## src/rtl/acc_pointop.sv

```systemverilog
// acc_pointop: point-operation image accelerator.
//
// Streams a packed grayscale image from word address 0 of a single-port memory,
// applies a per-pixel operation to every lane of each word and writes the
// result image starting at DST_OFFSET. Each word takes one READ and one WRITE
// cycle, so the memory is never read and written in the same cycle.
//
// Parameters
//   IMG_W, IMG_H   image size in pixels
//   PIX_W          bits per pixel
//   PIX_PER_WORD   pixels packed per memory word
//   ADDR_W         memory word-address width
//   DST_OFFSET     word address of the first result word
//
// Ports
//   clk     in   system clock, rising edge
//   reset   in   synchronous active-high reset
//   addr    out  memory word address
//   dataR   in   memory read data, valid the cycle after a read
//   dataW   out  memory write data (f(dataR) during WRITE, else 0)
//   en      out  memory access enable
//   we      out  write enable, qualified by en
//   start   in   level request to process one image
//   finish  out  image complete, held until start drops
//   mode    in   0 copy, 1 invert, 2 threshold, 3 saturating add
//   param   in   threshold level (mode 2) or addend (mode 3)

module acc_pointop #(
    parameter int unsigned IMG_W        = 352,
    parameter int unsigned IMG_H        = 288,
    parameter int unsigned PIX_W        = 8,
    parameter int unsigned PIX_PER_WORD = 4,
    parameter int unsigned ADDR_W       = 16,
    parameter int unsigned DST_OFFSET   = IMG_W * IMG_H / PIX_PER_WORD,
    localparam int unsigned DATA_W      = PIX_W * PIX_PER_WORD
) (
    input  logic              clk,
    input  logic              reset,
    output logic [ADDR_W-1:0] addr,
    input  logic [DATA_W-1:0] dataR,
    output logic [DATA_W-1:0] dataW,
    output logic              en,
    output logic              we,
    input  logic              start,
    output logic              finish,
    input  logic [1:0]        mode,
    input  logic [PIX_W-1:0]  param
);

    // Words per image.
    localparam int unsigned N = IMG_W * IMG_H / PIX_PER_WORD;

    localparam logic [ADDR_W-1:0] LastIdx = ADDR_W'(N - 1);
    localparam logic [ADDR_W-1:0] DstBase = ADDR_W'(DST_OFFSET);

    // ------------------------------------------------------------------
    // Elaboration-time parameter checks
    // ------------------------------------------------------------------
    if ((IMG_W * IMG_H) % PIX_PER_WORD != 0) begin : g_err_packing
        $error("acc_pointop: IMG_W*IMG_H must be a multiple of PIX_PER_WORD");
    end

    if ((64'(DST_OFFSET) + 64'(N)) > (64'd1 << ADDR_W)) begin : g_err_range
        $error("acc_pointop: DST_OFFSET + N exceeds the address space");
    end

    // ------------------------------------------------------------------
    // Types and state
    // ------------------------------------------------------------------
    // StLatch is kept for continuity with the previous acc block; the mode and
    // param capture happens in the IDLE cycle that samples start, so the FSM
    // never lingers there.
    typedef enum logic [2:0] {
        StIdle,
        StLatch,
        StRead,
        StWrite,
        StDone
    } state_e;

    typedef enum logic [1:0] {
        OpCopy,
        OpInvert,
        OpThresh,
        OpSatAdd
    } op_e;

    state_e             state_q, state_d;
    logic [ADDR_W-1:0]  idx_q, idx_d;
    op_e                mode_q, mode_d;
    logic [PIX_W-1:0]   param_q, param_d;

    logic               en_q, en_d;
    logic               we_q, we_d;
    logic               finish_q, finish_d;
    logic [ADDR_W-1:0]  addr_q, addr_d;

    // ------------------------------------------------------------------
    // State register
    // ------------------------------------------------------------------
    always_ff @(posedge clk) begin
        if (reset) begin
            state_q  <= StIdle;
            idx_q    <= '0;
            mode_q   <= OpCopy;
            param_q  <= '0;
            en_q     <= 1'b0;
            we_q     <= 1'b0;
            finish_q <= 1'b0;
            addr_q   <= '0;
        end else begin
            state_q  <= state_d;
            idx_q    <= idx_d;
            mode_q   <= mode_d;
            param_q  <= param_d;
            en_q     <= en_d;
            we_q     <= we_d;
            finish_q <= finish_d;
            addr_q   <= addr_d;
        end
    end

    // ------------------------------------------------------------------
    // Next-state logic
    // ------------------------------------------------------------------
    always_comb begin
        state_d = state_q;
        idx_d   = idx_q;
        mode_d  = mode_q;
        param_d = param_q;

        unique case (state_q)
            StIdle: begin
                if (start) begin
                    mode_d  = op_e'(mode);
                    param_d = param;
                    idx_d   = '0;
                    state_d = StRead;
                end
            end
            StLatch: begin
                state_d = StRead;
            end
            StRead: begin
                state_d = StWrite;
            end
            StWrite: begin
                if (idx_q == LastIdx) begin
                    state_d = StDone;
                end else begin
                    idx_d   = idx_q + ADDR_W'(1);
                    state_d = StRead;
                end
            end
            StDone: begin
                // Wait for start to drop so a held request cannot retrigger.
                if (!start) begin
                    state_d = StIdle;
                end
            end
            default: begin
                state_d = StIdle;
            end
        endcase
    end

    // ------------------------------------------------------------------
    // Output logic: decoded from the next state so the memory controls come
    // straight out of flops, aligned with the state they belong to.
    // ------------------------------------------------------------------
    always_comb begin
        en_d     = 1'b0;
        we_d     = 1'b0;
        finish_d = 1'b0;
        addr_d   = '0;

        unique case (state_d)
            StRead: begin
                en_d   = 1'b1;
                addr_d = idx_d;
            end
            StWrite: begin
                en_d   = 1'b1;
                we_d   = 1'b1;
                addr_d = DstBase + idx_d;
            end
            StDone: begin
                finish_d = 1'b1;
            end
            default: begin
            end
        endcase
    end

    assign en     = en_q;
    assign we     = we_q;
    assign finish = finish_q;
    assign addr   = addr_q;

    // ------------------------------------------------------------------
    // Per-lane point operation on the word returned by the preceding READ
    // ------------------------------------------------------------------
    logic [DATA_W-1:0] result;
    logic [PIX_W-1:0]  lane;
    logic [PIX_W:0]    sum;

    always_comb begin
        result = '0;
        lane   = '0;
        sum    = '0;
        for (int k = 0; k < PIX_PER_WORD; k++) begin
            lane = dataR[k*PIX_W +: PIX_W];
            // One extra bit catches overflow of the lane only; lanes stay independent.
            sum  = {1'b0, lane} + {1'b0, param_q};
            unique case (mode_q)
                OpCopy:   result[k*PIX_W +: PIX_W] = lane;
                OpInvert: result[k*PIX_W +: PIX_W] = ~lane;
                OpThresh: result[k*PIX_W +: PIX_W] = (lane >= param_q) ? {PIX_W{1'b1}} : '0;
                OpSatAdd: result[k*PIX_W +: PIX_W] = sum[PIX_W] ? {PIX_W{1'b1}} : sum[PIX_W-1:0];
                default:  result[k*PIX_W +: PIX_W] = lane;
            endcase
        end
    end

    assign dataW = (state_q == StWrite) ? result : '0;

    // ------------------------------------------------------------------
    // Protocol properties
    // ------------------------------------------------------------------
    a_we_needs_en : assert property (@(posedge clk) disable iff (reset) we |-> en);
    a_no_access_when_done : assert property (@(posedge clk) disable iff (reset) finish |-> !en);

endmodule

```

## config.mk

```make
export PLATFORM = sky130hd
export DESIGN_NAME = acc_pointop
export DESIGN_NICKNAME = d
export VERILOG_FILES = /design/src/rtl/acc_pointop.sv
export SDC_FILE = /design/constraint.sdc
export NUM_CORES = 1
export LEC_CHECK = 0
export CAP_MARGIN = 20
export CORE_MARGIN = 4
export CORE_UTILIZATION = 50
export CTS_BUF_LIST = sky130_fd_sc_hd__clkbuf_8
export CTS_CLUSTER_DIAMETER = 30
export DETAILED_ROUTE_END_ITERATION = 7
export HOLD_SLACK_MARGIN = 0.06
export PLACE_DENSITY = 0.82
export SYNTH_ARGS = -nofsm -noshare
export SYNTH_HDL_FRONTEND = slang
export SYNTH_SLANG_ARGS = --single-unit
```

## constraint.sdc

```tcl
create_clock -name clk -period 6 [get_ports clk]
set_input_delay 1.2 -clock clk [delete_from_list [all_inputs] [get_ports clk]]
set_output_delay 1.2 -clock clk [all_outputs]
set_load 0.01 [all_outputs]
```

==> flow_summary_export.csv, run 1 <==
group,metric,value,unit
clock_tree,clk_latency,0.31,ns
pwr,leakagePower,0.00237,uW
finish,design_area,6030,um^2
min_path,holdPathStages,2,
floorplanning,coreArea,9370,um^2
logic_synthesis,yosys-top-cells-area,"dfxtp_1 20%, ha_1 17%, a21oi_1 6.7%, nor2_1 6.2%, xor2_1 4.1%",
detailed_routing,drtAntennaViolNets,0,
timing,clock.fmax,0.181,GHz
finish,drive_gt1_share,4.89,%
clock_tree,cts_repair_resize_count,0,
finish,fin_nets,850,
timing,min_period,5.52,ns
min_path,hold_path_class,"flop to flop",
placement,io_buffers,95,
logic_synthesis,synth_edf_count,0,
timing,fin_setup_tns,0,ns
logic_synthesis,syn_nets,770,
clock_tree,cts_root_buf,"clkbuf_8",
detailed_routing,drtIter0Drc,330,
logic_synthesis,syn_area_per_cell,7.45,um^2
timing,drv_slew,0,
setup_path,crit_fanout,7,
floorplanning,die_x,107,um
clock_tree,cts_buffers,5,
timing,worst_pin_slew,0.734,ns
setup_path,cp_data_arrival_time,4.32,ns
timing,finClkSkew,0.00501,ns
timing,hold_viol,0,
logic_synthesis,synth.distinct_cells,63,
timing,rsz0062_at_grt,"false",
clock_tree,postCtsSetupBuffers,0,
floorplanning,io_pins,96,
placement,dp_hpwl,10800,um
global_route,antenna_found_initial,0,
detailed_routing,first_pass_iters,5,
setup_path,r2r_end,"addr[14]$_SDFF_PP0_",
finish,area_growth,23.6,%
global_route,gr-usage-all-layers,24.0,%
setup_path,r2r_slack,2.96,ns
logic_synthesis,seq_area_frac_synth,19.7,%
logic_synthesis,ys_seq_elements,48,
floorplanning,die_y,107,um
floorplanning,rows,35,
global_route,first_global_vias,4701,
run_status,status,"complete, no violations",
clock_tree,clkTransAtPathRegs,0.09,ns
placement,postPlaceCellArea,5930,um^2
global_route,grt_pass1_wl,22800,um
placement,gp_congestion,0.928,
placement,pre_cts_slack,0.536,ns
floorplanning,start_util,52.1,%
setup_path,cp.required,4.80,ns
setup_path,r2r-start,"idx_q[9]$_SDFF_PP0_",
timing,finalSetupViolations,0,
logic_synthesis,synth_top_cell_by_area,"dfxtp_1",
min_path,hold-path-endpoint,"idx_q[7]$_SDFF_PP0_",
finish,fillers,846,
logic_synthesis,synth_top_area_share,19.7,%
logic_synthesis,ys.flop_type,"dfxtp_1",
logic_synthesis,synth-async-reset-ratio,0,%
global_route,gr-total-overflow,0,
setup_path,crit_type,"input port to output pin",
setup_path,endpoint_kind,"output pin",
timing,relSlewSlack,50.9,%
clock_tree,cts_sinks,48,
logic_synthesis,synth_area,4880,um^2
run,cap_viol_max_count,0,
pwr,irDropWorstVdd,0.203,mV
timing,period_share,92.0,%
logic_synthesis,yosysWarnings,0,
logic_synthesis,synth_cells,655,
detailed_routing,routed_wl,14100,um
clock_tree,cts_tree,"yes",
detailed_routing,vias,5042,
setup_path,rr_worst_depth,9,
global_route,grt_max_degree,47,
timing,worst_slack,0.478,ns
finish,postLayoutCoreUtil,64.3,%
clock_tree,max-clock-path-buffers,2,
detailed_routing,wl_per_cell,16.3,um
detailed_routing,vias_per_cell,5.83,
clock_tree,ctsHoldBuffers,0,
clock_tree,cts_max_level,2,
pwr,p_per_area,139,nW/um^2
setup_path,crit_path_start_kind,"input port",
floorplanning,die-area,11400,um^2
finish,n_antenna_cell,0,
detailed_routing,drc,0,
min_path,hold_start,"idx_q[7]$_SDFF_PP0_",
through the flow:
step | hold slack, ns | instances | total power [uW]
finish | 0.610 | 865 | 839
detailed placement | 0.579 | 857 | 638
global route | 0.614 | 865 | 886
global placement | 0.566 | 857 | 630
CTS | 0.591 | 865 | 837
floorplan | 0.500 | 655 | 531
Yosys cell counts, drive strengths merged, types with 16 or more instances:
master,n
a21oi,66
clkbuf,24
dfxtp,48
ha,66
inv,45
nand2,50
nand3,16
nor2,81
nor3,22
o21ai,33
xnor2,21
xor2,23
placed cells by master (no fill, tap or decap), types with 8 or more instances in the layout:
cell type | netlist | routed
ha_1 | 66 | 66
a21oi_1 | 65 | 65
buf_4 | 1 | 8
o22ai_1 | 12 | 12
inv_1 | 45 | 45
xor2_1 | 23 | 23
nand3_1 | 14 | 14
o21bai_1 | 9 | 9
nor2_1 | 81 | 81
dfxtp_1 | 48 | 48
nor3_1 | 20 | 20
xnor2_1 | 21 | 21
a21boi_0 | 9 | 9
o21ai_0 | 30 | 30
clkdlybuf4s50_1 | 0 | 95
nand4_1 | 9 | 9
nand2b_1 | 10 | 10
a211oi_1 | 13 | 13
nand2_1 | 50 | 50
report_power, final:
part           internal [uW]  leakage, uW  switching (uW)  total (uW)
clock network           93.3    0.0000434             110         203
logic                    132      0.00194             164         296
registers                326     0.000390            13.8         340
worst max-delay path by stage:
stage,cells after the start,slack (ns),to,from
after floorplan,8,1.81,dataW[20],dataR[21]
after global placement,11,0.68,dataW[13],dataR[8]
after detailed placement,11,0.54,dataW[13],dataR[8]
after CTS,11,0.53,dataW[13],dataR[8]
after global routing,11,0.25,dataW[10],dataR[8]
final,11,0.48,dataW[13],dataR[8]
routing by layer:
metal / routed length, um / global-route usage, %
met1: 6370 / 32.5
met2: 6730 / 40.7
met3: 816 / 3.37
met4: 189 / 4.93
met5: 0 / 0
registers in the layout, indices dropped and copies added, names as in the netlist:
name	cells
addr	16
we	1
idx_q	16
en	1
param_q	8
finish	1
state_q	3
mode_q	2
worst max-delay path, stage by stage:
cell	delay, ns
clkdlybuf4s50_1	0.53
inv_1	0.07
ha_1	0.31
nand2b_1	0.15
a21oi_1	0.13
o21ai_0	0.11
a211oi_1	0.31
o21ai_0	0.18
nor3_1	0.64
a211oi_1	0.17
clkdlybuf4s50_1	0.53
cell families (layout without fill, tap and decap cells):
logic type	Yosys count	after routing	share of synthesized area, %
compound gates	188	188	24.5
xor+xnor	44	44	7.90
fa+ha+maj	70	70	18.6
buf+inv	75	156	5.90
flops	48	48	19.7
mux	5	5	1.05
simple gates	225	225	22.3
final cells by class:
class / count / area (um^2) / area share, %
multi-input cells: 532 / 3630 / 60.2
repair buffers: 103 / 1010 / 16.8
flip-flops and latches: 48 / 961 / 15.9
inverters: 45 / 169 / 2.80
well taps: 129 / 161 / 2.68
clock buffers: 6 / 82.6 / 1.37
clock inverters: 2 / 15.0 / 0.249
Note: power is estimated with default switching activity, not from simulation.
==> run 2: changes to the inputs <==
CAP_MARGIN = 5   (was 20)
==> results of run 2 <==
Final layout, timing and power as in run 1 (identical DEF).
==> run 3: changes to the inputs <==
CORE_UTILIZATION = 40   (was 50)
GPL_TIMING_DRIVEN = 0   (was not set)
PLACE_DENSITY = 0.68   (was 0.82)
==> run 3 against run 2 <==
  * Total power is 14% higher
  * Cell area is 2.4% higher
  * Clock-buffer cell count is 1 lower
  * Largest power group unchanged
  * Worst setup slack got worse by 0.059 ns
  * Sequential share of layout area shrank 0.37 points
  * Die area grew 23%
  * Critical path type unchanged
  * Utilization fell by 13 points
  * Largest cell class unchanged
==> flow_summary_export.csv, run 3 (synthesis gave the netlist of run 1 again) <==
group,metric,value,unit
setup_path,r2r_end,"addr[14]$_SDFF_PP0_",
pwr,swShare,30.5,%
setup_path,rr_worst_depth,11,
pwr,p_int,665,uW
min_path,holdPathStages,2,
global_route,grt_max_degree,16,
floorplanning,start_util,40.8,%
clock_tree,cts_repair_resize_count,0,
floorplanning,rows,40,
clock_tree,cts_tree,"yes",
detailed_routing,routed_wl,15400,um
setup_path,path_cells,"clkdlybuf4s50_1 > inv_1 > ha_1 > nand2b_1 > a21oi_1 > o21ai_0 > a211oi_1 > o21ai_0 > nor3_1 > a211oi_1 > clkdlybuf4s50_1",
floorplanning,coreArea,12000,um^2
global_route,first_global_vias,5019,
detailed_routing,vias_per_cell,5.61,
detailed_routing,wl_per_cell,17.0,um
min_path,hold-path-endpoint,"param_q[7]$_SDFFE_PP0P_",
detailed_routing,vias,5079,
clock_tree,max-clock-path-buffers,2,
setup_path,slowest_stage,"nor3_1",
pwr,irDropWorstVdd,0.151,mV
finish,seq_area,961,um^2
detailed_routing,drtIter0Drc,310,
clock_tree,cts_buffers,5,
finish,area_growth,26.5,%
setup_path,r2r_slack,2.77,ns
finish,design_area,6170,um^2
placement,io_buffers,95,
clock_tree,cts_max_level,2,
timing,clock.fmax,0.179,GHz
timing,worst_pin_slew,0.784,ns
run,cap_viol_max_count,0,
global_route,antenna_found_initial,0,
floorplanning,die-area,14000,um^2
clock_tree,cts_root_buf,"clkbuf_8",
run_status,status,"complete, no violations",
finish,layout_common_cells,"95 x clkdlybuf4s50_1, 81 x nor2_1, 66 x ha_1",
placement,dp_hpwl,12100,um
setup_path,crit_path_start_kind,"input port",
pwr,pwr-share-clk,33.0,%
pwr,power.switching,292,uW
min_path,hold_path_class,"flop to flop",
finish,n_antenna_cell,0,
pwr,seq_power_share,35.3,%
pwr,pwr-share-comb,31.7,%
timing,period_share,93.0,%
floorplanning,die_x,118,um
placement,gp_congestion,0.947,
detailed_routing,drc,0,
setup_path,crit_family,"buffers and inverters",
setup_path,crit_type,"input port to output pin",
global_route,gr-total-overflow,0,
setup_path,r2r-start,"state_q[2]$_SDFF_PP0_",
finish,fillers,1180,
finish,multiInputGateArea,3630,um^2
pwr,leakagePower,0.00242,uW
setup_path,cp.required,4.80,ns
setup_path,slowest_delay,0.68,ns
setup_path,cp.buffers_inverters,3,
pwr,p_per_area,155,nW/um^2
placement,postPlaceCellArea,6010,um^2
clock_tree,clkTransAtPathRegs,0.09,ns
min_path,hold_start,"param_q[7]$_SDFFE_PP0P_",
floorplanning,io_pins,96,
timing,drv_slew,0,
setup_path,cp_data_arrival_time,4.38,ns
finish,final_common_cell,"clkdlybuf4s50_1",
floorplanning,die_y,118,um
timing,hold_viol,0,
finish,fin_nets,872,
clock_tree,postCtsSetupBuffers,0,
timing,rsz0062_at_grt,"false",
setup_path,crit_fanout,7,
timing,relSlewSlack,47.3,%
finish,drive_gt1_share,4.09,%
clock_tree,clk_latency,0.30,ns
detailed_routing,drtAntennaViolNets,0,
timing,finClkSkew,0.00648,ns
clock_tree,cts_sinks,48,
timing,fin_setup_tns,0,ns
timing,min_period,5.58,ns
setup_path,endpoint_kind,"output pin",
detailed_routing,first_pass_iters,5,
clock_tree,ctsHoldBuffers,0,
timing,finalSetupViolations,0,
global_route,gr-usage-all-layers,21.5,%
global_route,grt_pass1_wl,25300,um
-- run 3: cell types whose count changed in the layout (fill, tap and decap cells not counted), sizes merged --
cell	delta
buf	-2
bufinv	+3
clkbuf	+23
clkinvlp	-2
-- run 3: how the worst max path moves through the flow --
stage                   start         to  slack, ns  depth (start not counted)
floorplan           dataR[21]  dataW[20]       1.81                          8
global placement     dataR[8]   dataW[9]       0.49                         11
detailed placement   dataR[8]   dataW[9]       0.44                         11
CTS                  dataR[8]   dataW[9]       0.43                         11
global route         dataR[8]  dataW[13]       0.13                         11
finish               dataR[8]   dataW[8]       0.42                         11
-- run 3: through the flow --
stage	utilization, %	cells	total power, uW	worst slack [ns]	hold WS, ns
3_3_place_gp	50.3	897	638	0.489	0.572
4_1_cts	51.6	905	959	0.428	0.582
6_report	51.6	905	957	0.418	0.581
2_1_floorplan	-	655	531	1.81	0.500
5_1_grt	51.6	905	1010	0.133	0.637
3_5_place_dp	50.3	897	644	0.435	0.569
-- run 3: worst reg2reg max path, stage by stage, from the launching register on --
cell	delay, ns
dfxtp_1	0.32
clkbuf_1	0.22
nand3b_1	0.17
clkbuf_1	0.35
buf_1	0.44
clkbuf_1	0.53
nor2_1	0.08
a22oi_1	0.30
ha_1	0.28
o41ai_1	0.12
xnor2_1	0.17
o22ai_1	0.11
-- run 3: per-layer routing --
layer	GRT usage, %	up-vias	share of wire, %
met1	28.3	2377	45
met5	0	-	0
li1	-	2518	-
met2	36.7	159	47
met3	2.73	25	5.0
met4	6.52	0	2.3
-- run 3: layout make-up --
cell class	count	area share, %
Tap cell	147	2.98
Clock buffer	5	1.11
Timing Repair Buffer	95	15.4
Sequential cell	48	15.6
Inverter	45	2.74
Clock inverter	3	1.46
Multi-Input combinational cell	532	58.8
Buffer	30	1.93
-- run 3: power groups by stage --
| stage | Clock (uW) | Sequential, uW | Combinational, uW |
|---|---|---|---|
| 2_1_floorplan | 0 | 341 | 190 |
| 3_3_place_gp | 0 | 345 | 292 |
| 3_5_place_dp | 0 | 345 | 299 |
| 4_1_cts | 320 | 338 | 301 |
| 5_1_grt | 334 | 339 | 338 |
| 6_report | 316 | 338 | 303 |
